**src/rtl/uart_tx_cfg.sv**
```systemverilog
// uart_tx_cfg: runtime-configurable UART transmitter with a one-word holding buffer.
// Optional line-break generator: define UART_TX_BREAK_EN to add send_break and the BREAK state.
module uart_tx_cfg #(
  parameter int MAX_WIDTH = 8,
  parameter int DIV_W     = 16,
  parameter int LEN_W     = 4
) (
  input  logic                 clk,
  input  logic                 rst,
  input  logic [DIV_W-1:0]     baud_div,
  input  logic [LEN_W-1:0]     data_len,
  input  logic                 par_en,
  input  logic                 par_typ,
  input  logic                 stop2,
`ifdef UART_TX_BREAK_EN
  input  logic                 send_break,
`endif
  input  logic                 s_valid,
  output logic                 s_ready,
  input  logic [MAX_WIDTH-1:0] s_data,
  output logic                 tx_out,
  output logic                 busy,
  output logic                 frame_done
);

  typedef enum logic [2:0] {
    ST_IDLE,
    ST_START,
    ST_DATA,
    ST_PARITY,
    ST_STOP1,
    ST_STOP2
`ifdef UART_TX_BREAK_EN
    , ST_BREAK
`endif
  } state_t;

  state_t               state_q, state_d;
  logic [MAX_WIDTH-1:0] buf_q, buf_d;
  logic                 buf_full_q, buf_full_d;
  logic [MAX_WIDTH-1:0] shift_q, shift_d;
  logic [LEN_W-1:0]     len_q, len_d;
  logic [DIV_W-1:0]     div_q, div_d;
  logic [DIV_W-1:0]     pre_q, pre_d;
  logic [LEN_W:0]       bit_q, bit_d;
  logic                 par_en_q, par_en_d;
  logic                 par_bit_q, par_bit_d;
  logic                 stop2_q, stop2_d;
  logic                 tx_q, tx_d;
  logic                 rdy_q, rdy_d;
  logic                 busy_q, busy_d;
  logic                 done_q, done_d;

  logic [DIV_W-1:0]     div_eff;
  logic [LEN_W-1:0]     len_eff;
  logic [MAX_WIDTH-1:0] len_mask;
  logic                 par_calc;
  logic                 bit_end;
  logic                 last_data;
  logic                 accept;
  logic                 load;
  logic                 fin;
  logic                 from_brk;

`ifdef UART_TX_BREAK_EN
  logic                 brk_q, brk_d;
  logic                 last_brk;
  assign from_brk = brk_q;
  assign last_brk = (bit_q == ({1'b0, len_q} + (LEN_W+1)'(par_en_q) + (LEN_W+1)'(1)));
`else
  assign from_brk = 1'b0;
`endif

  // Clamped configuration, sampled only when a frame (or break) begins.
  always_comb begin
    div_eff  = (baud_div == '0) ? DIV_W'(1) : baud_div;
    len_eff  = ((data_len == '0) || (data_len > LEN_W'(MAX_WIDTH))) ? LEN_W'(MAX_WIDTH) : data_len;
    len_mask = '0;
    for (int i = 0; i < MAX_WIDTH; i++) begin
      len_mask[i] = (i < int'(len_eff));
    end
    par_calc = (^(buf_q & len_mask)) ^ par_typ;
  end

  assign bit_end   = (pre_q == (div_q - DIV_W'(1)));
  assign last_data = (bit_q == ({1'b0, len_q} - (LEN_W+1)'(1)));
  assign accept    = s_valid & rdy_q;

  always_comb begin
    state_d    = state_q;
    buf_d      = buf_q;
    buf_full_d = buf_full_q;
    shift_d    = shift_q;
    len_d      = len_q;
    div_d      = div_q;
    pre_d      = pre_q;
    bit_d      = bit_q;
    par_en_d   = par_en_q;
    par_bit_d  = par_bit_q;
    stop2_d    = stop2_q;
    tx_d       = tx_q;
    done_d     = 1'b0;
    load       = 1'b0;
    fin        = 1'b0;
`ifdef UART_TX_BREAK_EN
    brk_d      = brk_q;
`endif

    if (state_q != ST_IDLE) begin
      pre_d = bit_end ? '0 : pre_q + DIV_W'(1);
    end

    case (state_q)
      ST_IDLE: begin
`ifdef UART_TX_BREAK_EN
        if (send_break) begin
          state_d  = ST_BREAK;
          tx_d     = 1'b0;
          pre_d    = '0;
          bit_d    = '0;
          len_d    = len_eff;
          div_d    = div_eff;
          par_en_d = par_en;
          stop2_d  = 1'b0;
          brk_d    = 1'b1;
        end else
`endif
        if (buf_full_q) begin
          load = 1'b1;
        end
      end
      ST_START: begin
        if (bit_end) begin
          state_d = ST_DATA;
          tx_d    = shift_q[0];
          bit_d   = '0;
        end
      end
      ST_DATA: begin
        if (bit_end) begin
          if (last_data) begin
            state_d = par_en_q ? ST_PARITY : ST_STOP1;
            tx_d    = par_en_q ? par_bit_q : 1'b1;
          end else begin
            shift_d = shift_q >> 1;
            tx_d    = shift_d[0];
            bit_d   = bit_q + (LEN_W+1)'(1);
          end
        end
      end
      ST_PARITY: begin
        if (bit_end) begin
          state_d = ST_STOP1;
          tx_d    = 1'b1;
        end
      end
      ST_STOP1: begin
        if (bit_end) begin
          if (stop2_q) state_d = ST_STOP2;
          else         fin     = 1'b1;
        end
      end
      ST_STOP2: begin
        if (bit_end) fin = 1'b1;
      end
`ifdef UART_TX_BREAK_EN
      ST_BREAK: begin
        if (bit_end) begin
          if (last_brk) begin
            state_d = ST_STOP1;
            tx_d    = 1'b1;
            bit_d   = '0;
          end else begin
            bit_d   = bit_q + (LEN_W+1)'(1);
          end
        end
      end
`endif
      default: begin
        state_d = ST_IDLE;
        tx_d    = 1'b1;
      end
    endcase

    // A word that arrived during a frame follows it with no idle bit; after a break the line idles once.
    if (fin) begin
      done_d = 1'b1;
      if (buf_full_q && !from_brk) load = 1'b1;
      else                         state_d = ST_IDLE;
    end

    if (load) begin
      state_d    = ST_START;
      shift_d    = buf_q;
      buf_full_d = 1'b0;
      len_d      = len_eff;
      div_d      = div_eff;
      par_en_d   = par_en;
      par_bit_d  = par_calc;
      stop2_d    = stop2;
      pre_d      = '0;
      bit_d      = '0;
      tx_d       = 1'b0;
`ifdef UART_TX_BREAK_EN
      brk_d      = 1'b0;
`endif
    end

    if (accept) begin
      buf_d      = s_data;
      buf_full_d = 1'b1;
    end

    rdy_d  = !buf_full_d;
    busy_d = (state_d != ST_IDLE) | buf_full_d;
  end

  always_ff @(posedge clk or negedge rst) begin
    if (!rst) begin
      state_q    <= ST_IDLE;
      buf_q      <= '0;
      buf_full_q <= 1'b0;
      shift_q    <= '0;
      len_q      <= '0;
      div_q      <= DIV_W'(1);
      pre_q      <= '0;
      bit_q      <= '0;
      par_en_q   <= 1'b0;
      par_bit_q  <= 1'b0;
      stop2_q    <= 1'b0;
      tx_q       <= 1'b1;
      rdy_q      <= 1'b1;
      busy_q     <= 1'b0;
      done_q     <= 1'b0;
`ifdef UART_TX_BREAK_EN
      brk_q      <= 1'b0;
`endif
    end else begin
      state_q    <= state_d;
      buf_q      <= buf_d;
      buf_full_q <= buf_full_d;
      shift_q    <= shift_d;
      len_q      <= len_d;
      div_q      <= div_d;
      pre_q      <= pre_d;
      bit_q      <= bit_d;
      par_en_q   <= par_en_d;
      par_bit_q  <= par_bit_d;
      stop2_q    <= stop2_d;
      tx_q       <= tx_d;
      rdy_q      <= rdy_d;
      busy_q     <= busy_d;
      done_q     <= done_d;
`ifdef UART_TX_BREAK_EN
      brk_q      <= brk_d;
`endif
    end
  end

  assign tx_out     = tx_q;
  assign s_ready    = rdy_q;
  assign busy       = busy_q;
  assign frame_done = done_q;

endmodule

```
**config.mk**
```make
export PLATFORM = sky130hd
export DESIGN_NAME = uart_tx_cfg
export DESIGN_NICKNAME = d
export VERILOG_FILES = /design/src/rtl/uart_tx_cfg.sv
export SDC_FILE = /design/constraint.sdc
export NUM_CORES = 1
export LEC_CHECK = 0
export ABC_AREA = 1
export BUFFER_PORTS_ARGS = -buffer_cell sky130_fd_sc_hd__buf_2
export CORE_MARGIN = 10
export CORE_UTILIZATION = 60
export DETAILED_ROUTE_END_ITERATION = 7
export PLACE_DENSITY_LB_ADDON = 0.08
export SETUP_SLACK_MARGIN = 0.02
export SYNTH_ARGS = -nofsm -noshare
export SYNTH_HDL_FRONTEND = slang
export SYNTH_SLANG_ARGS = --single-unit
```
**constraint.sdc**
```tcl
create_clock -name clk -period 3.2 [get_ports clk]
set_input_delay 0.48 -clock clk [delete_from_list [all_inputs] [get_ports clk]]
set_output_delay 0.48 -clock clk [all_outputs]
set_load 0.01 [all_outputs]
```
==> impl_metrics.csv <==
group,metric,value,unit
setup_path,crit_required,3410,ps
setup_path,max_stage_delay,540,ps
yosys,syn_nets,633,
timing,setup_viol,0,
routing,drt-total-wl,10600,microns
pwr,power_leakage,0.00235,uW
timing,slew-limit-headroom,30.7,%
setup_path,path_common_cell,"nand2_1",
timing,fin_setup_tns,0,ps
die,io_pins,38,
cts,clock_path_buffers,2,
finish,syn2layout_area_growth,11.0,%
timing,skew,13.3,ps
cts,cts_tree,"done",
grt,grt_pass1_vias,3908,
finish,seqCellArea,0.00171,sq mm
routing,dr_total_vias,3951,
grt,grt_pass1_wl,18400,microns
timing,period_minus_slack,2850,ps
placement,gp_congestion,0.905,
timing,finalHoldViolCount,0,
grt,gr-total-overflow,0,
timing,max_freq,351,MHz
pwr,switching_share,32.1,%
cts,post-cts-setup-buffers,0,
yosys,synth_warnings,0,
yosys,syn-cell-area,0.00431,sq mm
cts,clk_latency,360,ps
setup_path,setup.worst_path.end_class,"flip-flop",
placement,place_inst,719,
die,fp.dieArea,0.0110,sq mm
cts,clk_pin_slew_worst_paths,80,ps
placement,placement.cell_area,0.00456,sq mm
yosys,yosys.area.top_type_share,37.7,%
timing,tightest_slew,1040,ps
pwr,cellInternalPower,1600,uW
routing,drt_first_pass_iters,5,
setup_path,arrival,3060,ps
finish,finish.utilization,69.3,%
timing,period_share,89.1,%
setup_path,r2r-end,"pre_q[8]$_DFFE_PN0P_",
timing,drv_slew,0,
yosys,avgSynthCellArea,7.25,sq um
die,core-area,0.00691,sq mm
pwr,switching_power,758,uW
pwr,clkPwrFrac,34.1,%
pwr,power.density,493,mW/mm^2
yosys,ys_seq_elements,68,
setup_path,crit_chain,"inv_1 -> ha_1 -> nand2_2 -> o21ai_0 -> nand2_1 -> nand2_1 -> nor2_1 -> nand2_1 -> nor2_4 -> nand3_2 -> o31ai_2 -> inv_2 -> nand2_2 -> o22ai_1",
pwr,p_seq_share,45.3,%
setup_path,r2r_start,"div_q[0]$_DFFE_PN1N_",
setup_path,cp_max_fo,11,
routing,avgViaCountPerCell,5.38,
finish,layout-drive-gt1-share,12.5,%
die,start_util,62.4,%
routing,routedWlPerCell,14.5,microns
cts,cts_buffers,9,
grt,grt_max_degree,46,
pwr,peakVddDrop,298,uV
yosys,synth_largest_area_cell,"dfrtp_1",
die,num_rows,30,
yosys,synth.distinct_cells,41,
setup_path,slowest_stage,"dfstp_2",
placement,port_buffers,37,
cts,cts_root_buf,"clkbuf_8",
pwr,p_comb_share,20.6,%
cts,cts_max_level,3,
finish,final_cells,735,
setup_path,startpoint_type,"flip-flop",
setup_path,r2r_slack,350,ps
finish,final_nets,672,
grt,track_usage,19.9,%
finish,multiInputGateArea,0.00225,sq mm
yosys,postSynthCellCount,595,
min_path,hp-class,"input port to async pin",
finish,stdcell_area,0.00479,sq mm
finish,diodes,0,
flow_run,maxCapViolCount,0,
cts,cts_sinks,68,
placement,hpwl,7880,microns
pwr,fin_total_pwr,2360,uW
die,die_x,105,microns
yosys,ys_top_cells_by_area,"dfrtp_1 38%, nand2_1 15%, inv_1 6.4%",
cts,ctsHoldBuffers,0,
routing,drt_iter0_markers,326,
run_status,status,"finished, final reports clean",
yosys,ys_seq_area_share,39.6,%
cts,cts-resized-gates,0,
grt,antenna_found_initial,0,
setup_path,path_class,"flip-flop to flip-flop",
die,die_h,105,microns
finish,nFillCells,638,
routing,ant_nets,0,
routing,drc,0,
timing,grt_setup_unrepaired,"false",
setup_path,ff2ff_path_depth,14,
-- cell usage in the layout (no fill, tap or decap), types with 3 or more instances in the layout --
master	count
nor2_1	62
a21oi_1	14
o21ai_0	25
o21ai_1	9
clkbuf_8	9
xor2_1	27
nand2_1	178
xnor2_1	11
nand3b_1	3
nor2_4	3
buf_2	37
nand4_1	7
nor2_2	3
nor3_1	5
ha_1	4
o22ai_1	12
nor4_1	4
buf_4	3
dfrtp_1	65
nand2_2	6
dfstp_2	3
o211ai_1	10
nand3_1	40
inv_1	74
-- power by group through the flow --
stage	combinational, uW	clock [uW]	sequential [uW]
6_report	486	804	1070
5_1_grt	551	846	1080
4_1_cts	486	811	1060
3_5_place_dp	481	0	1080
3_3_place_gp	463	0	1080
2_1_floorplan	357	0	1050
-- cells in the mapped netlist (all sizes together) --
cell type and instances:
nand2 185, nor3b 2, o21ai 35, nand3b 3, a21oi 15, o31ai 2
o211ai 10, o21bai 1, buf 8, ha 4, mux2 1, nor2 68
xor2 27, nor3 5, dfstp 3, clkbuf 4, and3 1, o22ai 12
nand4 8, nand3 42, a41oi 1, a21boi 1, and2 1, a211oi 1
nor4 4, dfrtp 65, inv 75, xnor2 11
-- per-stage QoR --
step	hold slack (ps)	setup WS, ps
2_1_floorplan	184	890
3_3_place_gp	452	522
3_5_place_dp	461	450
4_1_cts	327	390
5_1_grt	347	87.6
6_report	306	349
-- worst max-delay path by stage --
stage / to / from / depth (start not counted) / slack [ps]
after floorplan: div_q[12]$_DFFE_PN0N_ / div_q[0]$_DFFE_PN1N_ / 15 / 890
after global placement: bit_q[3]$_DFFE_PN0P_ / div_q[0]$_DFFE_PN1N_ / 15 / 520
after detailed placement: bit_q[3]$_DFFE_PN0P_ / div_q[0]$_DFFE_PN1N_ / 15 / 450
after CTS: bit_q[3]$_DFFE_PN0P_ / div_q[0]$_DFFE_PN1N_ / 16 / 390
after global routing: bit_q[0]$_DFFE_PN0P_ / div_q[0]$_DFFE_PN1N_ / 15 / 90
final: pre_q[8]$_DFFE_PN0P_ / div_q[0]$_DFFE_PN1N_ / 14 / 350
-- kinds of logic after synthesis --
kind of cell	Yosys count	share of synthesized area, %
simple gates	319	32.2
buf+inv	87	8.30
compound gates	78	10.8
flops	68	39.6
xor+xnor	38	7.72
fa+ha+maj	4	1.16
mux	1	0.261
-- registers in the layout, indices dropped and copies added (netlist names), 3 cells and up --
name	count
div_q	16
buf_q	8
bit_q	5
pre_q	16
shift_q	8
state_q	3
len_q	4
-- area by class of cell --
| cell class | instances | share of cell area [%] |
|---|---|---|
| Multi-Input combinational cell | 440 | 47.0 |
| Inverter | 75 | 5.88 |
| Clock buffer | 9 | 2.59 |
| Clock inverter | 7 | 2.07 |
| Tap cell | 96 | 2.51 |
| Timing Repair Buffer | 40 | 4.34 |
| Sequential cell | 68 | 35.6 |
-- metal layers --
metal  GRT usage (%)  share of wire, %
met3            4.24               4.9
met5               0                 0
met2            31.9                46
met4            5.69               1.4
met1            26.3                47
-- worst max-delay path: cells and delay by family (launching register included) --
kind / cells / cell delay (ps)
buffers and inverters: 2 / 210
adder cells (fa/ha/maj): 1 / 270
AO/OA/AOI/OAI: 3 / 500
AND/OR/NAND/NOR: 8 / 1180
flip-flops: 1 / 540
Power figures use the tool's default switching activity.
